[config.mk]
export PLATFORM = sky130hd
export DESIGN_NAME = ld_align_unit_flat
export DESIGN_NICKNAME = d
export VERILOG_FILES = /design/src/rtl/ld_align_unit_if.sv /design/src/rtl/ld_align_unit.sv /design/src/flat_wrapper.sv
export SDC_FILE = /design/constraint.sdc
export NUM_CORES = 1
export LEC_CHECK = 0
export BUFFER_PORTS_ARGS = -buffer_cell sky130_fd_sc_hd__buf_4
export CAP_MARGIN = 0
export CORE_UTILIZATION = 49
export CTS_BUF_LIST = sky130_fd_sc_hd__clkbuf_16
export CTS_CLUSTER_SIZE = 24
export DETAILED_ROUTE_END_ITERATION = 10
export PLACE_DENSITY = 0.9
export SYNTH_ARGS = -nofsm -noshare
export SYNTH_HDL_FRONTEND = slang
export SYNTH_SLANG_ARGS = --single-unit
[constraint.sdc]
create_clock -name clk -period 2.65 [get_ports clk]
set_input_delay 0.1325 -clock clk [delete_from_list [all_inputs] [get_ports clk]]
set_output_delay 0.1325 -clock clk [all_outputs]
set_load 0.05 [all_outputs]
[src/rtl/ld_align_unit_if.sv]
// ld_align_unit_if: handshake bundle for the MEM-stage load alignment unit.
//   req_*      load request from MEM (valid/ready, funct3, byte address)
//   mem_req_*  word-aligned read request towards data memory (valid/ready, address)
//   mem_rsp_*  read data returned by memory (single-cycle valid pulse)
//   out_*      aligned/extended result towards WB (valid/ready, data, error code)
// Modports: slave = the alignment unit, master = the surrounding pipeline/memory.
`timescale 1ns/1ps
interface ld_align_unit_if #(
  parameter int XLEN   = 32,
  parameter int ADDR_W = 32
);
  logic              req_valid;
  logic              req_ready;
  logic [2:0]        req_func3;
  logic [ADDR_W-1:0] req_addr;
  logic              mem_req_valid;
  logic              mem_req_ready;
  logic [ADDR_W-1:0] mem_req_addr;
  logic              mem_rsp_valid;
  logic [XLEN-1:0]   mem_rsp_data;
  logic              out_valid;
  logic              out_ready;
  logic [XLEN-1:0]   out_data;
  logic [1:0]        out_err;

  modport slave (
    input  req_valid, req_func3, req_addr, mem_req_ready, mem_rsp_valid, mem_rsp_data, out_ready,
    output req_ready, mem_req_valid, mem_req_addr, out_valid, out_data, out_err
  );

  modport master (
    output req_valid, req_func3, req_addr, mem_req_ready, mem_rsp_valid, mem_rsp_data, out_ready,
    input  req_ready, mem_req_valid, mem_req_addr, out_valid, out_data, out_err
  );
endinterface

[src/rtl/ld_align_unit.sv]
// ld_align_unit: sequential load-data path between MEM and WB. Accepts a load
// (funct3 + byte address), reads the aligned word(s) from data memory, then
// shifts, size-extracts and sign/zero-extends the result to XLEN.
// Ports:
//   clk  rising-edge clock
//   rst  asynchronous reset, active-high
//   bus  ld_align_unit_if.slave (request, memory request/response, result)
// Parameters: XLEN (32 or 64), ADDR_W (byte address width).
// Build option: LD_MISALIGN_SPLIT_EN - when defined, loads that cross a word
//   boundary are served with two memory beats; otherwise they return out_err=10
//   with out_data=0 and no memory access.
`timescale 1ns/1ps
module ld_align_unit #(
  parameter int XLEN   = 32,
  parameter int ADDR_W = 32
) (
  input  logic           clk,
  input  logic           rst,
  ld_align_unit_if.slave bus
);
  localparam int BYTES = XLEN / 8;
  localparam int OFFW  = $clog2(BYTES);

  typedef enum logic [2:0] {IDLE, A0, W0, A1, W1, RESP} state_t;

  state_t            state;
  logic [2:0]        f3_q;
  logic [ADDR_W-1:0] addr_q;
  logic              req_ready_r;
  logic              mem_req_valid_r;
  logic [ADDR_W-1:0] mem_req_addr_r;
  logic              out_valid_r;
  logic [XLEN-1:0]   out_data_r;
  logic [1:0]        out_err_r;
`ifdef LD_MISALIGN_SPLIT_EN
  logic [XLEN-1:0]   word0_q;
`endif

  assign bus.req_ready     = req_ready_r;
  assign bus.mem_req_valid = mem_req_valid_r;
  assign bus.mem_req_addr  = mem_req_addr_r;
  assign bus.out_valid     = out_valid_r;
  assign bus.out_data      = out_data_r;
  assign bus.out_err       = out_err_r;

  // LD/LWU only exist on a 64-bit datapath; 111 is never a load.
  function automatic logic is_illegal(input logic [2:0] f3);
    return (f3 == 3'b111) || ((XLEN == 32) && ((f3 == 3'b011) || (f3 == 3'b110)));
  endfunction

  function automatic logic [ADDR_W-1:0] align(input logic [ADDR_W-1:0] a);
    return {a[ADDR_W-1:OFFW], {OFFW{1'b0}}};
  endfunction

  // Access spills into the next word when offset + size exceeds the word.
  function automatic logic crosses(input logic [OFFW-1:0] off, input logic [2:0] f3);
    return (int'(off) + (1 << f3[1:0])) > BYTES;
  endfunction

  // Shift the word pair down to the addressed byte, then size and extend.
  function automatic logic [XLEN-1:0] extract(input logic [2*XLEN-1:0] pair,
                                               input logic [OFFW-1:0]   off,
                                               input logic [2:0]        f3);
    logic [XLEN-1:0]    w;
    logic [XLEN-1:0]    r;
    logic signed [7:0]  b;
    logic signed [15:0] h;
    logic signed [31:0] wd;
    w  = XLEN'(pair >> {off, 3'b000});
    b  = w[7:0];
    h  = w[15:0];
    wd = w[31:0];
    case (f3[1:0])
      2'b00: begin
        if (f3[2]) r = XLEN'(w[7:0]);
        else       r = XLEN'(b);
      end
      2'b01: begin
        if (f3[2]) r = XLEN'(w[15:0]);
        else       r = XLEN'(h);
      end
      2'b10: begin
        if (f3[2]) r = XLEN'(w[31:0]);
        else       r = XLEN'(wd);
      end
      default: r = w;
    endcase
    return r;
  endfunction

  always_ff @(posedge clk or posedge rst) begin
    if (rst) begin
      state           <= IDLE;
      f3_q            <= '0;
      addr_q          <= '0;
      req_ready_r     <= 1'b1;
      mem_req_valid_r <= 1'b0;
      mem_req_addr_r  <= '0;
      out_valid_r     <= 1'b0;
      out_data_r      <= '0;
      out_err_r       <= 2'b00;
`ifdef LD_MISALIGN_SPLIT_EN
      word0_q         <= '0;
`endif
    end else begin
      case (state)
        // Accept a request; reject illegal or (when not splitting) word-crossing loads here.
        IDLE: begin
          if (bus.req_valid) begin
            f3_q        <= bus.req_func3;
            addr_q      <= bus.req_addr;
            req_ready_r <= 1'b0;
            if (is_illegal(bus.req_func3)) begin
              state       <= RESP;
              out_valid_r <= 1'b1;
              out_data_r  <= '0;
              out_err_r   <= 2'b01;
`ifndef LD_MISALIGN_SPLIT_EN
            end else if (crosses(bus.req_addr[OFFW-1:0], bus.req_func3)) begin
              state       <= RESP;
              out_valid_r <= 1'b1;
              out_data_r  <= '0;
              out_err_r   <= 2'b10;
`endif
            end else begin
              state           <= A0;
              mem_req_valid_r <= 1'b1;
              mem_req_addr_r  <= align(bus.req_addr);
            end
          end
        end
        // First word request
        A0: begin
          if (bus.mem_req_ready) begin
            mem_req_valid_r <= 1'b0;
            state           <= W0;
          end
        end
        // First word response
        W0: begin
          if (bus.mem_rsp_valid) begin
`ifdef LD_MISALIGN_SPLIT_EN
            if (crosses(addr_q[OFFW-1:0], f3_q)) begin
              word0_q         <= bus.mem_rsp_data;
              state           <= A1;
              mem_req_valid_r <= 1'b1;
              mem_req_addr_r  <= mem_req_addr_r + ADDR_W'(BYTES);
            end else begin
              state       <= RESP;
              out_valid_r <= 1'b1;
              out_data_r  <= extract({{XLEN{1'b0}}, bus.mem_rsp_data}, addr_q[OFFW-1:0], f3_q);
              out_err_r   <= 2'b00;
            end
`else
            state       <= RESP;
            out_valid_r <= 1'b1;
            out_data_r  <= extract({{XLEN{1'b0}}, bus.mem_rsp_data}, addr_q[OFFW-1:0], f3_q);
            out_err_r   <= 2'b00;
`endif
          end
        end
`ifdef LD_MISALIGN_SPLIT_EN
        // Second word request (next word, address wraps)
        A1: begin
          if (bus.mem_req_ready) begin
            mem_req_valid_r <= 1'b0;
            state           <= W1;
          end
        end
        // Second word response; merge with the held first word
        W1: begin
          if (bus.mem_rsp_valid) begin
            state       <= RESP;
            out_valid_r <= 1'b1;
            out_data_r  <= extract({bus.mem_rsp_data, word0_q}, addr_q[OFFW-1:0], f3_q);
            out_err_r   <= 2'b00;
          end
        end
`endif
        // Hold result until WB takes it; req_ready returns on the following cycle.
        RESP: begin
          if (bus.out_ready) begin
            out_valid_r <= 1'b0;
            req_ready_r <= 1'b1;
            state       <= IDLE;
          end
        end
        default: state <= IDLE;
      endcase
    end
  end
endmodule

[src/flat_wrapper.sv]
// flat-port wrapper written by rule: the top's interface ports become plain ports
module ld_align_unit_flat 
#(
  parameter int XLEN   = 32,
  parameter int ADDR_W = 32
)
  (clk, rst, bus_req_valid, bus_req_func3, bus_req_addr, bus_mem_req_ready, bus_mem_rsp_valid, bus_mem_rsp_data, bus_out_ready, bus_req_ready, bus_mem_req_valid, bus_mem_req_addr, bus_out_valid, bus_out_data, bus_out_err);
  ld_align_unit_if #(.XLEN(XLEN), .ADDR_W(ADDR_W)) bus_i ();
  input  logic clk;
  input  logic rst;
  input wire logic [$bits(bus_i.req_valid)-1:0] bus_req_valid;
  input wire logic [$bits(bus_i.req_func3)-1:0] bus_req_func3;
  input wire logic [$bits(bus_i.req_addr)-1:0] bus_req_addr;
  input wire logic [$bits(bus_i.mem_req_ready)-1:0] bus_mem_req_ready;
  input wire logic [$bits(bus_i.mem_rsp_valid)-1:0] bus_mem_rsp_valid;
  input wire logic [$bits(bus_i.mem_rsp_data)-1:0] bus_mem_rsp_data;
  input wire logic [$bits(bus_i.out_ready)-1:0] bus_out_ready;
  output wire logic [$bits(bus_i.req_ready)-1:0] bus_req_ready;
  output wire logic [$bits(bus_i.mem_req_valid)-1:0] bus_mem_req_valid;
  output wire logic [$bits(bus_i.mem_req_addr)-1:0] bus_mem_req_addr;
  output wire logic [$bits(bus_i.out_valid)-1:0] bus_out_valid;
  output wire logic [$bits(bus_i.out_data)-1:0] bus_out_data;
  output wire logic [$bits(bus_i.out_err)-1:0] bus_out_err;
  assign bus_i.req_valid = bus_req_valid;
  assign bus_i.req_func3 = bus_req_func3;
  assign bus_i.req_addr = bus_req_addr;
  assign bus_i.mem_req_ready = bus_mem_req_ready;
  assign bus_i.mem_rsp_valid = bus_mem_rsp_valid;
  assign bus_i.mem_rsp_data = bus_mem_rsp_data;
  assign bus_i.out_ready = bus_out_ready;
  assign bus_req_ready = bus_i.req_ready;
  assign bus_mem_req_valid = bus_i.mem_req_valid;
  assign bus_mem_req_addr = bus_i.mem_req_addr;
  assign bus_out_valid = bus_i.out_valid;
  assign bus_out_data = bus_i.out_data;
  assign bus_out_err = bus_i.out_err;
  ld_align_unit #(.XLEN(XLEN), .ADDR_W(ADDR_W)) u_core (.clk(clk), .rst(rst), .bus(bus_i));
endmodule
Word level (Yosys, flattened, before mapping)
Index checks and enable logic that the tools add are counted.

storage, ports and cells
  bits in registers = 75
  latch bits = 0
  RAM bits = 0
  memory bits (read-only) = 0
  input bits = 73
  output and inout port bits = 69
  memories = 0

operators by class
  add/subtract/negate cells = 1
  $mul = 0
  div/mod/pow operators = 0
  order comparisons = 1
  equal/unequal tests = 14
  shift-type cells = 2
  mux-type cells = 34
  bitwise gates (word level) = 2
  reduce and logical (&&, ||, !) cells = 15

operators with widths
  kind                  count
  $mux 32               6
  $pmux 32 s2           2
  $add 3x32->32         1
  $gt 32x4->1 const B   1
  $shl 1x2->32 const A  1
  $shr 32x5->32         1
  $mux 3                6
  $ne 2x2->1 const B    6
  $pmux 3 s4            1
  $reduce_and 4->1      3
  $mux 1                11
  $reduce_and 5->1      2
  $eq 3x3->1 const B    3
  $mux 2                4
  $eq 3x2->1 const B    2
  $reduce_bool 2->1     3
  $pmux 1 s2            2
  $pmux 2 s2            1
  $eq 3x1->1 const B    1
  $logic_not 3->1       1
  $ne 3x1->1 const B    1
  $pmux 1 s3            1
  $reduce_and 3->1      1
  $reduce_bool 3->1     1
  5 further kinds       7

Longest topological paths before layout
  depth in word-level cells = 7
  depth in mapped cells = 10
  mapped depth without buffers = 8

Worst setup path before layout
No wires, ideal clock.

  path kind = input to register
  from = in bus_req_func3[0]
  to = reg u_core.out_data_r[23], in the netlist u_core.bus.out_data[23]
  library setup time = 126 ps
  arrival = 1822 ps
  path slack = 702 ps
  cell stages on the path = 10
  cells stage by stage = nor2_1 ha_1 inv_1 fa_1 xnor2_1 a211oi_1 or2_1 buf_6 buf_6 a221o_1

on the way
  longest elaborated chain between the ends = 6
  elaborated cells between the ends (all ways) = 13
  those cells by class = add/sub (1); order compare (1); eq/ne (4); shift (1); mux (3); reduce/logical (3)

RTL lines
  element                                                                RTL line              RTL
  start: declaration                                                     flat_wrapper.sv:12    input wire logic [$bits(bus_i.req_func3)-1:0] bus_req_func3;
  parallel branches: the longest is 6 deep, another holds $add 3x32->32  -
  end signal: assignment                                                 ld_align_unit.sv:157  out_data_r <= extract({{XLEN{1'b0}}, bus.mem_rsp_data}, addr_q[OFFW-1:0], f3_q);
  end: declaration                                                       ld_align_unit.sv:33   logic [XLEN-1:0] out_data_r;

Several ways; the timed one is not identified. The select of a mux whose other input is x is not followed.
A chain may end at the register's enable or synchronous reset.

Worst setup path after layout
  from = reg u_core.state[0]
  to = reg u_core.out_data_r[27], in the netlist u_core.bus.out_data[27]

on the way
  longest elaborated chain between the ends = 3
  elaborated cells between the ends (all ways) = 8
  those cells by class = eq/ne (4); mux (1); reduce/logical (3)

RTL lines
  element                                                    RTL line              RTL
  start: declaration                                         ld_align_unit.sv:26   state_t state;
  start signal: assignment                                   ld_align_unit.sv:93   state <= IDLE;
  start signal: assignment                                   ld_align_unit.sv:114  state <= RESP;
  start signal: assignment                                   ld_align_unit.sv:120  state <= RESP;
  $eq 3x2->1 or $logic_not 3->1 (tied branches)              ld_align_unit.sv:106  case (state)
  $ne 2x2->1 (no source line), or another cell as far along  -
  $reduce_and 4->1 (no source line)                          -

Several ways; a longest one is shown, not always the timed one.

==> impl_metrics.tcl <==
set metrics [dict create \
    worst_slew_pin_slew_ns 0.9219 \
    clkLatencyLatePin_ns 0.33 \
    average_wire_per_standard_cell_um 16.75 \
    clock_tree.htree_level_count 3 \
    die_area_um2 7606 \
    final_hold_viol_count 0 \
    initial_antenna_violation_count 0 \
    grt_setup_unrepaired "no" \
    via_count_of_the_routed_design 2867 \
    clk_transition_reported_paths_ns 0.06 \
    setup.worst_path.start_class "register" \
    post_synthesis_to_final_layout_area_growth_pct 40.19 \
    wirelength_um 8796 \
    dpl.hpwl_um 6416 \
    synthesis.area_um2 3558 \
    fillCellCount 516 \
    fmax_ghz 0.5149 \
    timing.critical_path.to_type "register" \
    totalPowerFinal_mw 7.350 \
    rows 30 \
    grt_pass1_vias 2985 \
    drive_above_1_share_pct 48.02 \
    cp_num_buf_inv 0 \
    seq_area_frac_synth_pct 52.78 \
    post_cts_buffers 0 \
    skew_ns 0.006003 \
    drcViolationCount 0 \
    die_span_in_x_um 87.22 \
    clock_sinks 75 \
    min-delay-path-class "input pin to register" \
    yosys-top-cells-area "sky130_fd_sc_hd__dfrtp_1 52%, sky130_fd_sc_hd__mux2_2 11%, sky130_fd_sc_hd__mux2i_1 5.3%" \
    finalMaxSlewViolations 0 \
    run_status "complete, no violations" \
    slew-limit-headroom_pct 38.54 \
    cts.root.buffer_cell "sky130_fd_sc_hd__clkbuf_16" \
    detailed_routing_iterations_pass_1 5 \
    cts_tree "yes" \
    gp_congestion 0.8011 \
    setup_viol 0 \
    cell_chain_critical_path "nor4bb_2 > nand3b_2 > nor2_1 > a221o_1" \
    critical_path.slowest_cell "sky130_fd_sc_hd__nor2_1" \
    port_buffers 139 \
    max-clock-path-buffers 2 \
    route.detailed.vias_per_inst 5.461 \
    insertedDiodeCount 0 \
    p_leak_nw 2.485 \
    timing.max_cap.violations 0 \
    drt.antenna.violating_nets 0 \
    ys_ff_latch 75 \
    setup_tns_ns 0 \
    synth-warning-count 0 \
    post-route-min-period_ns 1.942 \
    wire_length_of_the_first_global_routing_pass_um 14230 \
    cp_slowest_stage_delay_ns 0.48 \
    cp_top_family "simple AND/OR/NAND/NOR gates" \
    synth_top_area_share_pct 52.04 \
    core_um2 6907 \
    yosys.cell_types.count 43 \
    power_per_cell_area_nw_per_um2 1473 \
    total_number_of_nets_in_the_final_design 499 \
    final_common_cell "sky130_fd_sc_hd__buf_4" \
    synthFlopType "sky130_fd_sc_hd__dfrtp_1" \
    drt_iter0_markers 76 \
    cp.required_ns 2.91 \
    postSynthAreaPerCell_um2 12.36 \
    io_pins 142 \
    critical_path_arrival_ns 2.20 \
    cts_inserted_buffers 9 \
    biggest_area_consumer_among_synthesized_cells "sky130_fd_sc_hd__dfrtp_1" \
    worstPathMaxFanout 9 \
    mostFrequentLayoutCells "144 x sky130_fd_sc_hd__buf_4, 74 x sky130_fd_sc_hd__dfrtp_1, 36 x sky130_fd_sc_hd__mux2_2" \
    pin_count_of_the_biggest_net_entering_global_routing 76 \
    setup.worst_path.class "register to register" \
    period_share_pct 73.29 \
    starting_density_pct 51.52 \
    cts.repair.resized 0 \
    synthCells 288 \
    dieHeight_um 87.22 \
    ctsHoldBuffers 0 \
    async_flop_share_pct 100.0 \
    groute.usage.overall_pct 24.67 \
    grt_remaining_overflow 0 \
    peakVddDrop_mv 1.313 \
    edff_count_synth 0 \
]
## stage by stage
| stage | cell area [µm²] | worst slack [ns] | cells | utilization (%) | hold WS (ns) |
|---|---|---|---|---|---|
| global route | 4989 | 0.5593 | 525 | 72.23 | 0.02558 |
| global placement | 4671 | 0.5541 | 509 | 67.63 | 0.3645 |
| floorplan | 3562 | 0.6092 | 289 | - | 0.2775 |
| CTS | 4989 | 0.7022 | 525 | 72.23 | 0.02570 |
| detailed placement | 4671 | 0.4668 | 509 | 67.63 | 0.3691 |
| finish | 4989 | 0.7078 | 525 | 72.23 | 0.03379 |
## cell type report
type	count	area, µm²	share of cell area (%)
flip-flops and latches	75	1878	37.65
multi-input cells	188	1553	31.13
repair buffers	145	1101	22.07
clock buffers	9	225.2	4.515
well taps	96	120.1	2.408
clock inverters	7	92.59	1.856
inverters	5	18.77	0.3762
## where the power goes
part / internal [mW] / switching (mW) / total (mW) / leakage (nW)
combinational: 1.43 / 2.57 / 4.00 / 1.38
sequential: 1.68 / 0.385 / 2.06 / 0.948
clock: 0.822 / 0.464 / 1.29 / 0.153
## state kept, by name, summed over array words and instances, names as in the netlist
name                      count
u_core.bus.mem_req_valid      1
u_core.bus.out_valid          1
u_core.bus.req_ready          1
u_core.bus.out_err            2
u_core.state                  3
u_core.bus.mem_req_addr      30
u_core.bus.out_data          32
u_core.addr_q                 2
u_core.f3_q                   3
## cells by family after synthesis
family	after synthesis	share of synthesized area, %
DFF	75	52.78
AOI/OAI and AO/OA	70	15.30
and+or+nand+nor	57	9.423
muxes	56	17.37
buffers and inverters	26	3.868
adders and majority gates	2	0.9142
other	1	0.1054
xor gates and xnor gates	1	0.2462
## Yosys cell counts (2+ instances only)
master / count
sky130_fd_sc_hd__a221o_1: 9
sky130_fd_sc_hd__nand3b_1: 7
sky130_fd_sc_hd__nor2b_1: 9
sky130_fd_sc_hd__nand2b_1: 5
sky130_fd_sc_hd__nor3b_1: 3
sky130_fd_sc_hd__buf_1: 3
sky130_fd_sc_hd__a32o_1: 7
sky130_fd_sc_hd__mux2_2: 36
sky130_fd_sc_hd__dfrtp_1: 74
sky130_fd_sc_hd__o21ai_0: 13
sky130_fd_sc_hd__a211o_1: 15
sky130_fd_sc_hd__nand2_1: 14
sky130_fd_sc_hd__clkbuf_1: 5
sky130_fd_sc_hd__buf_2: 8
sky130_fd_sc_hd__nor2_1: 11
sky130_fd_sc_hd__o2bb2ai_1: 8
sky130_fd_sc_hd__buf_4: 2
sky130_fd_sc_hd__buf_6: 3
sky130_fd_sc_hd__mux2i_1: 19
sky130_fd_sc_hd__inv_1: 5
sky130_fd_sc_hd__a21oi_1: 10
## metal layers
| metal | global-route usage, % | share of wire, % | vias to the layer above |
|---|---|---|---|
| li1 | - | - | 1332 |
| met1 | 30.88 | 42 | 1367 |
| met2 | 38.87 | 47 | 153 |
| met3 | 7.583 | 9.4 | 15 |
| met4 | 12.37 | 2.0 | 0 |
| met5 | 0 | 0 | - |
## final timing paths
| kind | endpoint | start | slack [ns] | depth (start not counted) |
|---|---|---|---|---|
| setup / recovery | u_core.bus.out_data[27] | u_core.state[0] | 0.71 | 4 |
| hold / removal | u_core.bus.mem_req_addr[22] | bus_req_addr[22] | 0.03 | 2 |
| setup reg to reg | u_core.bus.out_data[27] | u_core.state[0] | 0.71 | 4 |
| hold reg to reg | u_core.bus.req_ready | u_core.bus.req_ready | 0.49 | 2 |
| max in group asynchronous | u_core.bus.out_err[0] | rst | 1.96 | 3 |
| min in group asynchronous | u_core.bus.mem_req_addr[28] | rst | 0.10 | 3 |
(Power assumes the default switching activity.)
